File: config.mk
export PLATFORM = sky130hd
export DESIGN_NAME = soc_req_arbiter_flat
export DESIGN_NICKNAME = d
export VERILOG_FILES = /design/src/rtl/soc_req_arbiter_if.sv /design/src/rtl/soc_req_arbiter.sv /design/src/flat_wrapper.sv
export SDC_FILE = /design/constraint.sdc
export NUM_CORES = 1
export LEC_CHECK = 0
export ABC_AREA = 0
export ABC_CLOCK_PERIOD_IN_PS = 14300
export BUFFER_PORTS_ARGS = -buffer_cell sky130_fd_sc_hd__buf_2
export CAP_MARGIN = 20
export CELL_PAD_IN_SITES_DETAIL_PLACEMENT = 1
export CELL_PAD_IN_SITES_GLOBAL_PLACEMENT = 1
export CORE_MARGIN = 3
export CORE_UTILIZATION = 34
export DETAILED_ROUTE_END_ITERATION = 16
export GPL_TIMING_DRIVEN = 0
export PLACE_DENSITY_LB_ADDON = 0.2
export SLEW_MARGIN = 20
export SYNTH_ARGS = -nofsm -noshare
export SYNTH_HDL_FRONTEND = slang
export SYNTH_SLANG_ARGS = --single-unit
File: constraint.sdc
create_clock -name clk_i -period 14.3 [get_ports clk_i]
set_input_delay 2.145 -clock clk_i [delete_from_list [all_inputs] [get_ports clk_i]]
set_output_delay 2.145 -clock clk_i [all_outputs]
set_load 0.005 [all_outputs]
File: src/rtl/soc_req_arbiter_if.sv
// One AR or AW channel at the crossbar: per-master requests, the shared
// downstream request and completion feedback for the outstanding counters.
interface soc_req_arbiter_if #(
  parameter int unsigned NrMasters = 2,
  parameter int unsigned IdWidth   = 4,
  parameter int unsigned AddrWidth = 64
);
  localparam int unsigned OutIdWidth = IdWidth + $clog2(NrMasters);

  // Handshake: a request transfers in a cycle where valid and ready are both
  // high. req_ready_o may depend combinationally on req_valid_i. While
  // out_valid_o is high and out_ready_i is low, every out_* signal holds.
  logic [NrMasters-1:0]                req_valid_i;
  logic [NrMasters-1:0]                req_ready_o;
  logic [NrMasters-1:0][AddrWidth-1:0] req_addr_i;
  logic [NrMasters-1:0][IdWidth-1:0]   req_id_i;
  logic                                out_valid_o;
  logic                                out_ready_i;
  logic [AddrWidth-1:0]                out_addr_o;
  logic [OutIdWidth-1:0]               out_id_o;
  logic [3:0]                          out_slave_o;
  logic                                out_decerr_o;
  logic                                cpl_valid_i;
  logic [OutIdWidth-1:0]               cpl_id_i;
  logic                                cnt_err_o;

  modport slave (
    input  req_valid_i, req_addr_i, req_id_i, out_ready_i, cpl_valid_i, cpl_id_i,
    output req_ready_o, out_valid_o, out_addr_o, out_id_o, out_slave_o,
           out_decerr_o, cnt_err_o
  );

  modport master (
    output req_valid_i, req_addr_i, req_id_i, out_ready_i, cpl_valid_i, cpl_id_i,
    input  req_ready_o, out_valid_o, out_addr_o, out_id_o, out_slave_o,
           out_decerr_o, cnt_err_o
  );
endinterface

File: src/rtl/soc_req_arbiter.sv
// Round-robin request arbiter with SoC address decode, ID widening and
// per-master outstanding tracking that pins each master to a single slave.
module soc_req_arbiter #(
  parameter int unsigned NrMasters      = 2,
  parameter int unsigned IdWidth        = 4,
  parameter int unsigned AddrWidth      = 64,
  parameter int unsigned MaxOutstanding = 8,
  parameter int unsigned NrSlaves       = 9
) (
  input logic             clk_i,
  input logic             rst_i,
  soc_req_arbiter_if.slave bus
);
  localparam int unsigned    MstW     = $clog2(NrMasters);
  localparam int unsigned    OutIdW   = IdWidth + MstW;
  localparam int unsigned    CntW     = $clog2(MaxOutstanding + 1);
  localparam logic [3:0]     ErrSlave = 4'(NrSlaves);
  localparam logic [CntW-1:0] CntMax  = CntW'(MaxOutstanding);

  // Subtract-then-compare keeps the upper bound from wrapping.
  function automatic logic in_region(input logic [63:0] a, input logic [63:0] base,
                                     input logic [63:0] len);
    return (a >= base) && ((a - base) < len);
  endfunction

  function automatic logic [3:0] decode(input logic [AddrWidth-1:0] addr);
    logic [63:0] a;
    a = 64'(addr);
    if (in_region(a, 64'h8000_0000, 64'h4000_0000)) return 4'd0;
    if (in_region(a, 64'h4000_0000, 64'h0000_1000)) return 4'd1;
    if (in_region(a, 64'h3000_0000, 64'h0001_0000)) return 4'd2;
    if (in_region(a, 64'h2000_0000, 64'h0080_0000)) return 4'd3;
    if (in_region(a, 64'h1000_0000, 64'h0000_1000)) return 4'd4;
    if (in_region(a, 64'h0C00_0000, 64'h03FF_FFFF)) return 4'd5;
    if (in_region(a, 64'h0200_0000, 64'h000C_0000)) return 4'd6;
    if (in_region(a, 64'h0001_0000, 64'h0001_0000)) return 4'd7;
    if (in_region(a, 64'h0000_0000, 64'h0000_1000)) return 4'd8;
    return ErrSlave;
  endfunction

  logic [NrMasters-1:0][CntW-1:0] out_cnt_q, out_cnt_d;
  logic [NrMasters-1:0][3:0]      lock_slv_q, lock_slv_d;
  logic [MstW-1:0]                rr_ptr_q, rr_ptr_d;
  logic                           out_valid_q, out_valid_d;
  logic [AddrWidth-1:0]           out_addr_q, out_addr_d;
  logic [OutIdW-1:0]              out_id_q, out_id_d;
  logic [3:0]                     out_slave_q, out_slave_d;
  logic                           out_decerr_q, out_decerr_d;
  logic                           cnt_err_q, cnt_err_d;

  logic [NrMasters-1:0][3:0] req_slv;
  logic [NrMasters-1:0]      eligible;
  logic [NrMasters-1:0]      gnt_oh;
  logic                      gnt_any;
  logic [MstW-1:0]           gnt_idx;
  logic                      accept;
  logic [MstW-1:0]           cpl_mst;

  assign cpl_mst = bus.cpl_id_i[OutIdW-1 -: MstW];

  // A master with requests in flight may only continue to the same slave.
  always_comb begin
    req_slv  = '0;
    eligible = '0;
    for (int m = 0; m < NrMasters; m++) begin
      req_slv[m]  = decode(bus.req_addr_i[m]);
      eligible[m] = bus.req_valid_i[m] && (out_cnt_q[m] < CntMax) &&
                    ((out_cnt_q[m] == '0) || (req_slv[m] == lock_slv_q[m]));
    end
  end

  always_comb begin
    logic [MstW-1:0] cand;
    cand    = '0;
    gnt_any = 1'b0;
    gnt_idx = '0;
    for (int k = 0; k < NrMasters; k++) begin
      cand = MstW'((int'(rr_ptr_q) + k) % int'(NrMasters));
      if (!gnt_any && eligible[cand]) begin
        gnt_any = 1'b1;
        gnt_idx = cand;
      end
    end
  end

  // The output register frees in the same cycle it is drained downstream.
  assign accept = gnt_any && (!out_valid_q || bus.out_ready_i) && !rst_i;

  always_comb begin
    gnt_oh = '0;
    for (int m = 0; m < NrMasters; m++) begin
      gnt_oh[m] = accept && (gnt_idx == MstW'(m));
    end
  end

  always_comb begin
    out_valid_d  = out_valid_q;
    out_addr_d   = out_addr_q;
    out_id_d     = out_id_q;
    out_slave_d  = out_slave_q;
    out_decerr_d = out_decerr_q;
    rr_ptr_d     = rr_ptr_q;
    if (accept) begin
      out_valid_d  = 1'b1;
      out_addr_d   = bus.req_addr_i[gnt_idx];
      out_id_d     = {gnt_idx, bus.req_id_i[gnt_idx]};
      out_slave_d  = req_slv[gnt_idx];
      out_decerr_d = (req_slv[gnt_idx] == ErrSlave);
      rr_ptr_d     = MstW'((int'(gnt_idx) + 1) % int'(NrMasters));
    end else if (bus.out_ready_i) begin
      out_valid_d = 1'b0;
    end
  end

  // Completion is applied before the accept so a same-cycle pair nets to zero.
  always_comb begin
    out_cnt_d  = out_cnt_q;
    lock_slv_d = lock_slv_q;
    cnt_err_d  = cnt_err_q;
    for (int m = 0; m < NrMasters; m++) begin
      if (bus.cpl_valid_i && (cpl_mst == MstW'(m))) begin
        if (out_cnt_q[m] == '0) cnt_err_d = 1'b1;
        else                    out_cnt_d[m] = out_cnt_d[m] - 1'b1;
      end
      if (gnt_oh[m]) begin
        out_cnt_d[m]  = out_cnt_d[m] + 1'b1;
        lock_slv_d[m] = req_slv[m];
      end
    end
  end

  always_ff @(posedge clk_i) begin
    if (rst_i) begin
      out_cnt_q    <= '0;
      lock_slv_q   <= '0;
      rr_ptr_q     <= '0;
      out_valid_q  <= 1'b0;
      out_addr_q   <= '0;
      out_id_q     <= '0;
      out_slave_q  <= '0;
      out_decerr_q <= 1'b0;
      cnt_err_q    <= 1'b0;
    end else begin
      out_cnt_q    <= out_cnt_d;
      lock_slv_q   <= lock_slv_d;
      rr_ptr_q     <= rr_ptr_d;
      out_valid_q  <= out_valid_d;
      out_addr_q   <= out_addr_d;
      out_id_q     <= out_id_d;
      out_slave_q  <= out_slave_d;
      out_decerr_q <= out_decerr_d;
      cnt_err_q    <= cnt_err_d;
    end
  end

  assign bus.req_ready_o  = gnt_oh;
  assign bus.out_valid_o  = out_valid_q;
  assign bus.out_addr_o   = out_addr_q;
  assign bus.out_id_o     = out_id_q;
  assign bus.out_slave_o  = out_slave_q;
  assign bus.out_decerr_o = out_decerr_q;
  assign bus.cnt_err_o    = cnt_err_q;
endmodule

File: src/flat_wrapper.sv
// flat-port wrapper written by rule: the top's interface ports become plain ports
module soc_req_arbiter_flat 
#(
  parameter int unsigned NrMasters      = 2,
  parameter int unsigned IdWidth        = 4,
  parameter int unsigned AddrWidth      = 64,
  parameter int unsigned MaxOutstanding = 8,
  parameter int unsigned NrSlaves       = 9
)
  (clk_i, rst_i, bus_req_valid_i, bus_req_addr_i, bus_req_id_i, bus_out_ready_i, bus_cpl_valid_i, bus_cpl_id_i, bus_req_ready_o, bus_out_valid_o, bus_out_addr_o, bus_out_id_o, bus_out_slave_o, bus_out_decerr_o, bus_cnt_err_o);
  soc_req_arbiter_if #(.NrMasters(NrMasters), .IdWidth(IdWidth), .AddrWidth(AddrWidth)) bus_i ();
  input logic clk_i;
  input logic rst_i;
  input wire logic [$bits(bus_i.req_valid_i)-1:0] bus_req_valid_i;
  input wire logic [$bits(bus_i.req_addr_i)-1:0] bus_req_addr_i;
  input wire logic [$bits(bus_i.req_id_i)-1:0] bus_req_id_i;
  input wire logic [$bits(bus_i.out_ready_i)-1:0] bus_out_ready_i;
  input wire logic [$bits(bus_i.cpl_valid_i)-1:0] bus_cpl_valid_i;
  input wire logic [$bits(bus_i.cpl_id_i)-1:0] bus_cpl_id_i;
  output wire logic [$bits(bus_i.req_ready_o)-1:0] bus_req_ready_o;
  output wire logic [$bits(bus_i.out_valid_o)-1:0] bus_out_valid_o;
  output wire logic [$bits(bus_i.out_addr_o)-1:0] bus_out_addr_o;
  output wire logic [$bits(bus_i.out_id_o)-1:0] bus_out_id_o;
  output wire logic [$bits(bus_i.out_slave_o)-1:0] bus_out_slave_o;
  output wire logic [$bits(bus_i.out_decerr_o)-1:0] bus_out_decerr_o;
  output wire logic [$bits(bus_i.cnt_err_o)-1:0] bus_cnt_err_o;
  assign bus_i.req_valid_i = bus_req_valid_i;
  assign bus_i.req_addr_i = bus_req_addr_i;
  assign bus_i.req_id_i = bus_req_id_i;
  assign bus_i.out_ready_i = bus_out_ready_i;
  assign bus_i.cpl_valid_i = bus_cpl_valid_i;
  assign bus_i.cpl_id_i = bus_cpl_id_i;
  assign bus_req_ready_o = bus_i.req_ready_o;
  assign bus_out_valid_o = bus_i.out_valid_o;
  assign bus_out_addr_o = bus_i.out_addr_o;
  assign bus_out_id_o = bus_i.out_id_o;
  assign bus_out_slave_o = bus_i.out_slave_o;
  assign bus_out_decerr_o = bus_i.out_decerr_o;
  assign bus_cnt_err_o = bus_i.cnt_err_o;
  soc_req_arbiter #(.NrMasters(NrMasters), .IdWidth(IdWidth), .AddrWidth(AddrWidth), .MaxOutstanding(MaxOutstanding), .NrSlaves(NrSlaves)) u_core (.clk_i(clk_i), .rst_i(rst_i), .bus(bus_i));
endmodule
=== Word-level counts from Yosys, hierarchy flattened ===
Index checks and enable logic that the tools add are counted.

* Add/subtract/negate cells: 22
* Order comparisons: 41
* Equality and inequality tests: 3
* Muxes and demuxes: 168
* Bitwise operators: 2
* Reduce and logical (&&, ||, !) cells: 38

{| class="wikitable"
|+ Operators by type and width
! cell !! count
|-
| less-than comparator 64 x 13 -> 1 bit, second input constant || 6
|-
| greater-or-equal comparator 64 x 30 -> 1 bit, second input constant || 4
|-
| less-than comparator 64 x 17 -> 1 bit, second input constant || 4
|-
| subtractor 64 x 30 -> 64 bit, second input constant || 4
|-
| two-way mux 4 bit || 62
|-
| greater-or-equal comparator 64 x 1 -> 1 bit, second input constant || 2
|-
| greater-or-equal comparator 64 x 17 -> 1 bit, second input constant || 2
|-
| greater-or-equal comparator 64 x 26 -> 1 bit, second input constant || 2
|-
| greater-or-equal comparator 64 x 28 -> 1 bit, second input constant || 2
|-
| greater-or-equal comparator 64 x 29 -> 1 bit, second input constant || 2
|-
| greater-or-equal comparator 64 x 31 -> 1 bit, second input constant || 2
|-
| greater-or-equal comparator 64 x 32 -> 1 bit, second input constant || 2
|-
| less-than comparator 64 x 20 -> 1 bit, second input constant || 2
|-
| less-than comparator 64 x 24 -> 1 bit, second input constant || 2
|-
| less-than comparator 64 x 26 -> 1 bit, second input constant || 2
|-
| less-than comparator 64 x 31 -> 1 bit, second input constant || 2
|-
| two-way mux 64 bit || 2
|-
| subtractor 64 x 17 -> 64 bit, second input constant || 2
|-
| subtractor 64 x 26 -> 64 bit, second input constant || 2
|-
| subtractor 64 x 28 -> 64 bit, second input constant || 2
|-
| subtractor 64 x 29 -> 64 bit, second input constant || 2
|-
| subtractor 64 x 31 -> 64 bit, second input constant || 2
|-
| subtractor 64 x 32 -> 64 bit, second input constant || 2
|-
| two-way mux 1 bit || 104
|-
| other kinds (13) || 54
|}

* Flip-flop bits (word level): 93
* Output and inout port bits: 78
* Word-level logic and storage cells: 285

=== Longest topological paths before layout ===
* Word-level depth: 62
* Gate-level depth with buffers: 22
* Depth with buffers taken out: 16

=== Worst setup path before layout ===
OpenSTA, ideal clock, no wires.

* Path type: in2out
* Start point: input port bus_req_addr_i[94]
* End point: output port bus_req_ready_o[0]
* Data arrival time: 6324 ps
* Data required time: 12155 ps
* Slack: 5831 ps
* Stages on the path: 18
* Path buffers: 4
* Cell sequence: clkbuf_1 clkbuf_1 buf_1 inv_1 ha_1 a21oi_1 or4b_2 xor2_1 o211ai_1 or4_1 o2111ai_1 o2111a_1 a211oi_1 a2111o_1 o211a_1 buf_6 nand2_1 clkinv_1

* Longest elaborated chain between the ends: 41
* Elaborated cells between the ends (all ways): 123

{| class="wikitable"
|+ RTL lines
! what !! RTL line !! source
|-
| start, declared || flat_wrapper.sv:15 || <nowiki>input wire logic [$bits(bus_i.req_addr_i)-1:0] bus_req_addr_i;</nowiki>
|-
| subtractor 64 x 31 -> 64 bit || soc_req_arbiter.sv:23 || <nowiki>return (a >= base) && ((a - base) < len);</nowiki>
|-
| less-than comparator 64 x 13 -> 1 bit || soc_req_arbiter.sv:23 ||
|-
| logical AND 1 bit || soc_req_arbiter.sv:23 ||
|-
| two-way mux 4 bit || soc_req_arbiter.sv:30 || <nowiki>if (in_region(a, 64'h4000_0000, 64'h0000_1000)) return 4'd1;</nowiki>
|-
| two-way mux 4 bit || soc_req_arbiter.sv:31 || <nowiki>if (in_region(a, 64'h3000_0000, 64'h0001_0000)) return 4'd2;</nowiki>
|-
| two-way mux 4 bit (2 in a row) || n/a ||
|-
| two-way mux 4 bit (2 in a row) || soc_req_arbiter.sv:32 || <nowiki>if (in_region(a, 64'h2000_0000, 64'h0080_0000)) return 4'd3;</nowiki>
|-
| two-way mux 4 bit || soc_req_arbiter.sv:31 ||
|-
| [21 not listed] || n/a ||
|-
| logical AND 1 bit * || soc_req_arbiter.sv:67 || <nowiki>eligible[m] = bus.req_valid_i[m] && (out_cnt_q[m] < CntMax) &&</nowiki>
|-
| two-way mux 1 bit (implied by the code) (2 in a row) || soc_req_arbiter.sv:79 || <nowiki>if (!gnt_any && eligible[cand]) begin</nowiki>
|-
| two-way mux 1 bit || soc_req_arbiter.sv:79 ||
|-
| logical NOT 1 bit || soc_req_arbiter.sv:79 ||
|-
| logical AND 1 bit || soc_req_arbiter.sv:79 ||
|-
| two-way mux 1 bit || soc_req_arbiter.sv:79 ||
|-
| logical AND 1 bit (2 in a row) || soc_req_arbiter.sv:87 || <nowiki>assign accept = gnt_any && (!out_valid_q || bus.out_ready_i) && !rst_i;</nowiki>
|-
| logical AND 1 bit * || soc_req_arbiter.sv:92 || <nowiki>gnt_oh[m] = accept && (gnt_idx == MstW'(m));</nowiki>
|-
| end, declared || flat_wrapper.sv:20 || <nowiki>output wire logic [$bits(bus_i.req_ready_o)-1:0] bus_req_ready_o;</nowiki>
|}

Mark *: on every way between the ends. The rest lies on a longest branch, timed or not. The select of a mux whose other input is x is not followed.

=== Final worst setup path ===
* Start point: input port bus_req_addr_i[96]
* End point: output port bus_req_ready_o[0]

Same word-level chain as after synthesis.

==> metrics.md <==
| Metric | Value |
|---|---|
| Status | `completed` |
| Initial antenna violation count | `4` |
| Synth top area cells | `dfxtp_1, nand4_1, nor4_1` |
| Gr usage total | `46.2%` |
| Worst rel slew slack | `13.1%` |
| Seq/Total Area, Yosys | `13.0%` |
| H-tree depth | `3` |
| Unrepaired setup endpoints after global routing | `no` |
| Yosys top cell by area | `dfxtp_1` |
| Leakage power | `4.99 nW` |
| Cell variety after synth | `98` |
| Final Hold Viols | `0` |
| Vias in the first global route | `21000` |
| Post-route minimum period | `11270 ps` |
| Core area | `0.0412 sq mm` |
| Root Driver | `clkbuf_16` |
| CP endpoint kind | `primary output` |
| Crit Path Class | `input port to primary output` |
| Async S/R FF share, synth | `0%` |
| Worst reg2reg setup slack | `11190 ps` |
| WL/cell | `37.8 um` |
| Final worst-path cycle share | `78.8%` |
| Final WL | `107000 um` |
| P per Cell Area | `101 mW/mm^2` |
| Final Power | `1.66 mW` |
| Setup crit start kind | `input port` |
| Die Ht | `211 um` |
| Max_cap viols | `0` |
| CP cell instances | `buf_2, clkbuf_1, inv_1, ha_1, clkbuf_1, inv_1, nor3_1, a21oi_1, nand4_1, nor4_1, a22oi_1, nand3_1, nor3_1, a211oi_1, a2111o_1, o211a_1, buf_6, nand2_1, clkinv_1, buf_2` |
| Hold Crit Class | `flop to flop` |
| CTS tree | `done` |
| Post-synth top area share | `13.0%` |
| Post-synth top flop | `dfxtp_1` |
| IO buf count | `190` |
| Hold Buf Count CTS | `0` |
| Area grow syn2layout | `14.6%` |
| Chip Width | `211 um` |
| Post-DP HPWL | `82500 um` |
| Slew Viols, Final | `0` |
| Worst Skew | `11.3 ps` |
| WP data required | `12150 ps` |
| CTS Buf Count | `9` |
| Cts repair resizes | `0` |
| Multi-input logic area | `0.0115 sq mm` |
| Share of cells above drive strength 1 | `13.7%` |
| Vias per Instance | `7.51` |
| Global-route wire length before repair | `151000 um` |
| Final Wtd Congestion | `1.11` |
| Row count | `74` |
| Final design utilization | `39.9%` |
| Clock Sinks | `93` |
| Crit Path Max Fanout | `10` |
| Fmax | `88.7 MHz` |
| Total grt overflow | `0` |
| Largest stage delay, worst path | `830 ps` |
| Post-Syn Instances | `2098` |
| Starting Density | `34.8%` |
| Io pins | `225` |
| Largest net degree at the start of global routing | `17` |
| Syn_nets | `2260` |
| First-pass iteration count of the detailed router | `6` |
| Bufs on Longest Clock Path | `2` |
| Post-CTS setup buffer count | `0` |
| Synth warnings | `0` |
| Worst-margin pin slew | `1290 ps` |
| Setup TNS | `0 ps` |
| Mapped Area | `0.0143 sq mm` |
| Mean cell area of the mapped netlist | `6.83 sq um` |
| Nets@finish | `2464` |
| Critical-path top delay cell | `nor3_1` |
| Residual DRC | `0` |
| Maximum vdd drop | `0.0000824 V` |
| Worst path arrival time | `9120 ps` |
| Top-count cell post-synth | `nand2_1` |
| Post-DRT Antenna Nets | `0` |
| Synth top cells by count | `nand2_1, nand4_1, clkbuf_1, nor2_1, nor4_1` |
| Register area | `0.00186 sq mm` |
| Yosys reg bits | `93` |
| Routed via count | `21300` |
| Clk_lat worst skew | `380 ps` |
| Clock-pin slew on the worst setup and hold paths | `60 ps` |
| DRT iter0 DRCs | `2993` |
| Final setup fails | `0` |
| Layout fillers | `5391` |
| Post-synth EDFFs | `0` |
| Full die area | `0.0446 sq mm` |
## power by group
part           leakage (nW)  internal [mW]  switching, mW
clock network         0.176          0.190          0.120
logic                  4.05          0.315          0.592
registers             0.765          0.369         0.0712
## worst paths after layout
path / endpoint / cells after the start / startpoint
hold / removal: u_core.bus.out_addr_o[14]$_SDFFE_PP0P_ / 1 / u_core.bus.out_addr_o[14]$_SDFFE_PP0P_
setup / recovery: bus_req_ready_o[0] / 20 / bus_req_addr_i[96]
hold reg to reg: u_core.bus.out_addr_o[14]$_SDFFE_PP0P_ / 1 / u_core.bus.out_addr_o[14]$_SDFFE_PP0P_
setup reg to reg: u_core.bus.out_addr_o[61]$_SDFFE_PP0P_ / 11 / u_core.out_cnt_q[4]$_SDFF_PP0_
## metal layers
metal  up-vias  global-route usage, %  routed length (um)
li1       8645                      -                   -
met1     10300                   54.8               39000
met2      1750                   70.4               45400
met3       632                   11.5               11500
met4         6                   38.0               11300
met5         -                      0                  46
## registers in the layout, summed over array words and instances (netlist names)
register                 flops
u_core.bus.out_addr_o       64
u_core.bus.out_decerr_o      1
u_core.bus.cnt_err_o         1
u_core.bus.out_slave_o       4
u_core.bus.out_valid_o       1
u_core.lock_slv_q            8
u_core.rr_ptr_q              1
u_core.out_cnt_q             8
u_core.bus.out_id_o          5
## area by class of cell
type | count | share of cell area [%]
Multi-Input combinational cell | 1756 | 70.2
Sequential cell | 93 | 11.3
Timing Repair Buffer | 193 | 5.91
Buffer | 192 | 4.94
Tap cell | 532 | 4.05
Clock buffer | 9 | 1.37
Inverter | 57 | 1.30
Clock inverter | 7 | 0.884
Antenna cell | 1 | 0.0152
## per-stage QoR
stage / cell area (sq um) / worst slack [ps] / cells / hold WS (ps)
floorplan: 14300 / 5830 / 2098 / 456
global placement: 15900 / 3520 / 2820 / 444
detailed placement: 16000 / 3550 / 2822 / 441
CTS: 16400 / 3530 / 2838 / 461
global route: 16400 / 3070 / 2839 / 481
finish: 16400 / 3030 / 2840 / 458
## layout by cell type, fill, tap and decap left out, types with 85 or more instances in the layout
master    count
buf_2       222
nor3_1       86
nor2_1      136
nand4_1     148
xnor2_1      85
dfxtp_1      93
clkbuf_1    143
o21ai_0      94
nor4_1      132
nand3_1     133
nand2_1     171
## logic make-up (layout without fill, tap and decap cells)
kind of cell | count (synthesis) | in the layout | synth area share [%]
other | 0 | 1 | 0
AND/OR/NAND/NOR | 1095 | 1095 | 44.1
XOR/XNOR | 121 | 121 | 7.40
flip-flops | 93 | 93 | 13.0
adder cells (fa/ha/maj) | 15 | 15 | 1.31
AO/OA/AOI/OAI | 510 | 510 | 26.0
multiplexers | 15 | 15 | 1.08
buffers and inverters | 249 | 458 | 7.14
## worst max-delay path, delay by kind of cell
kind	cells	cell delay, ps
and+or+nand+nor	6	2240
buffers and inverters	8	2120
adders and majority gates	1	380
AOI/OAI and AO/OA	5	2220
No activity file was read; power rests on OpenSTA's default activity.
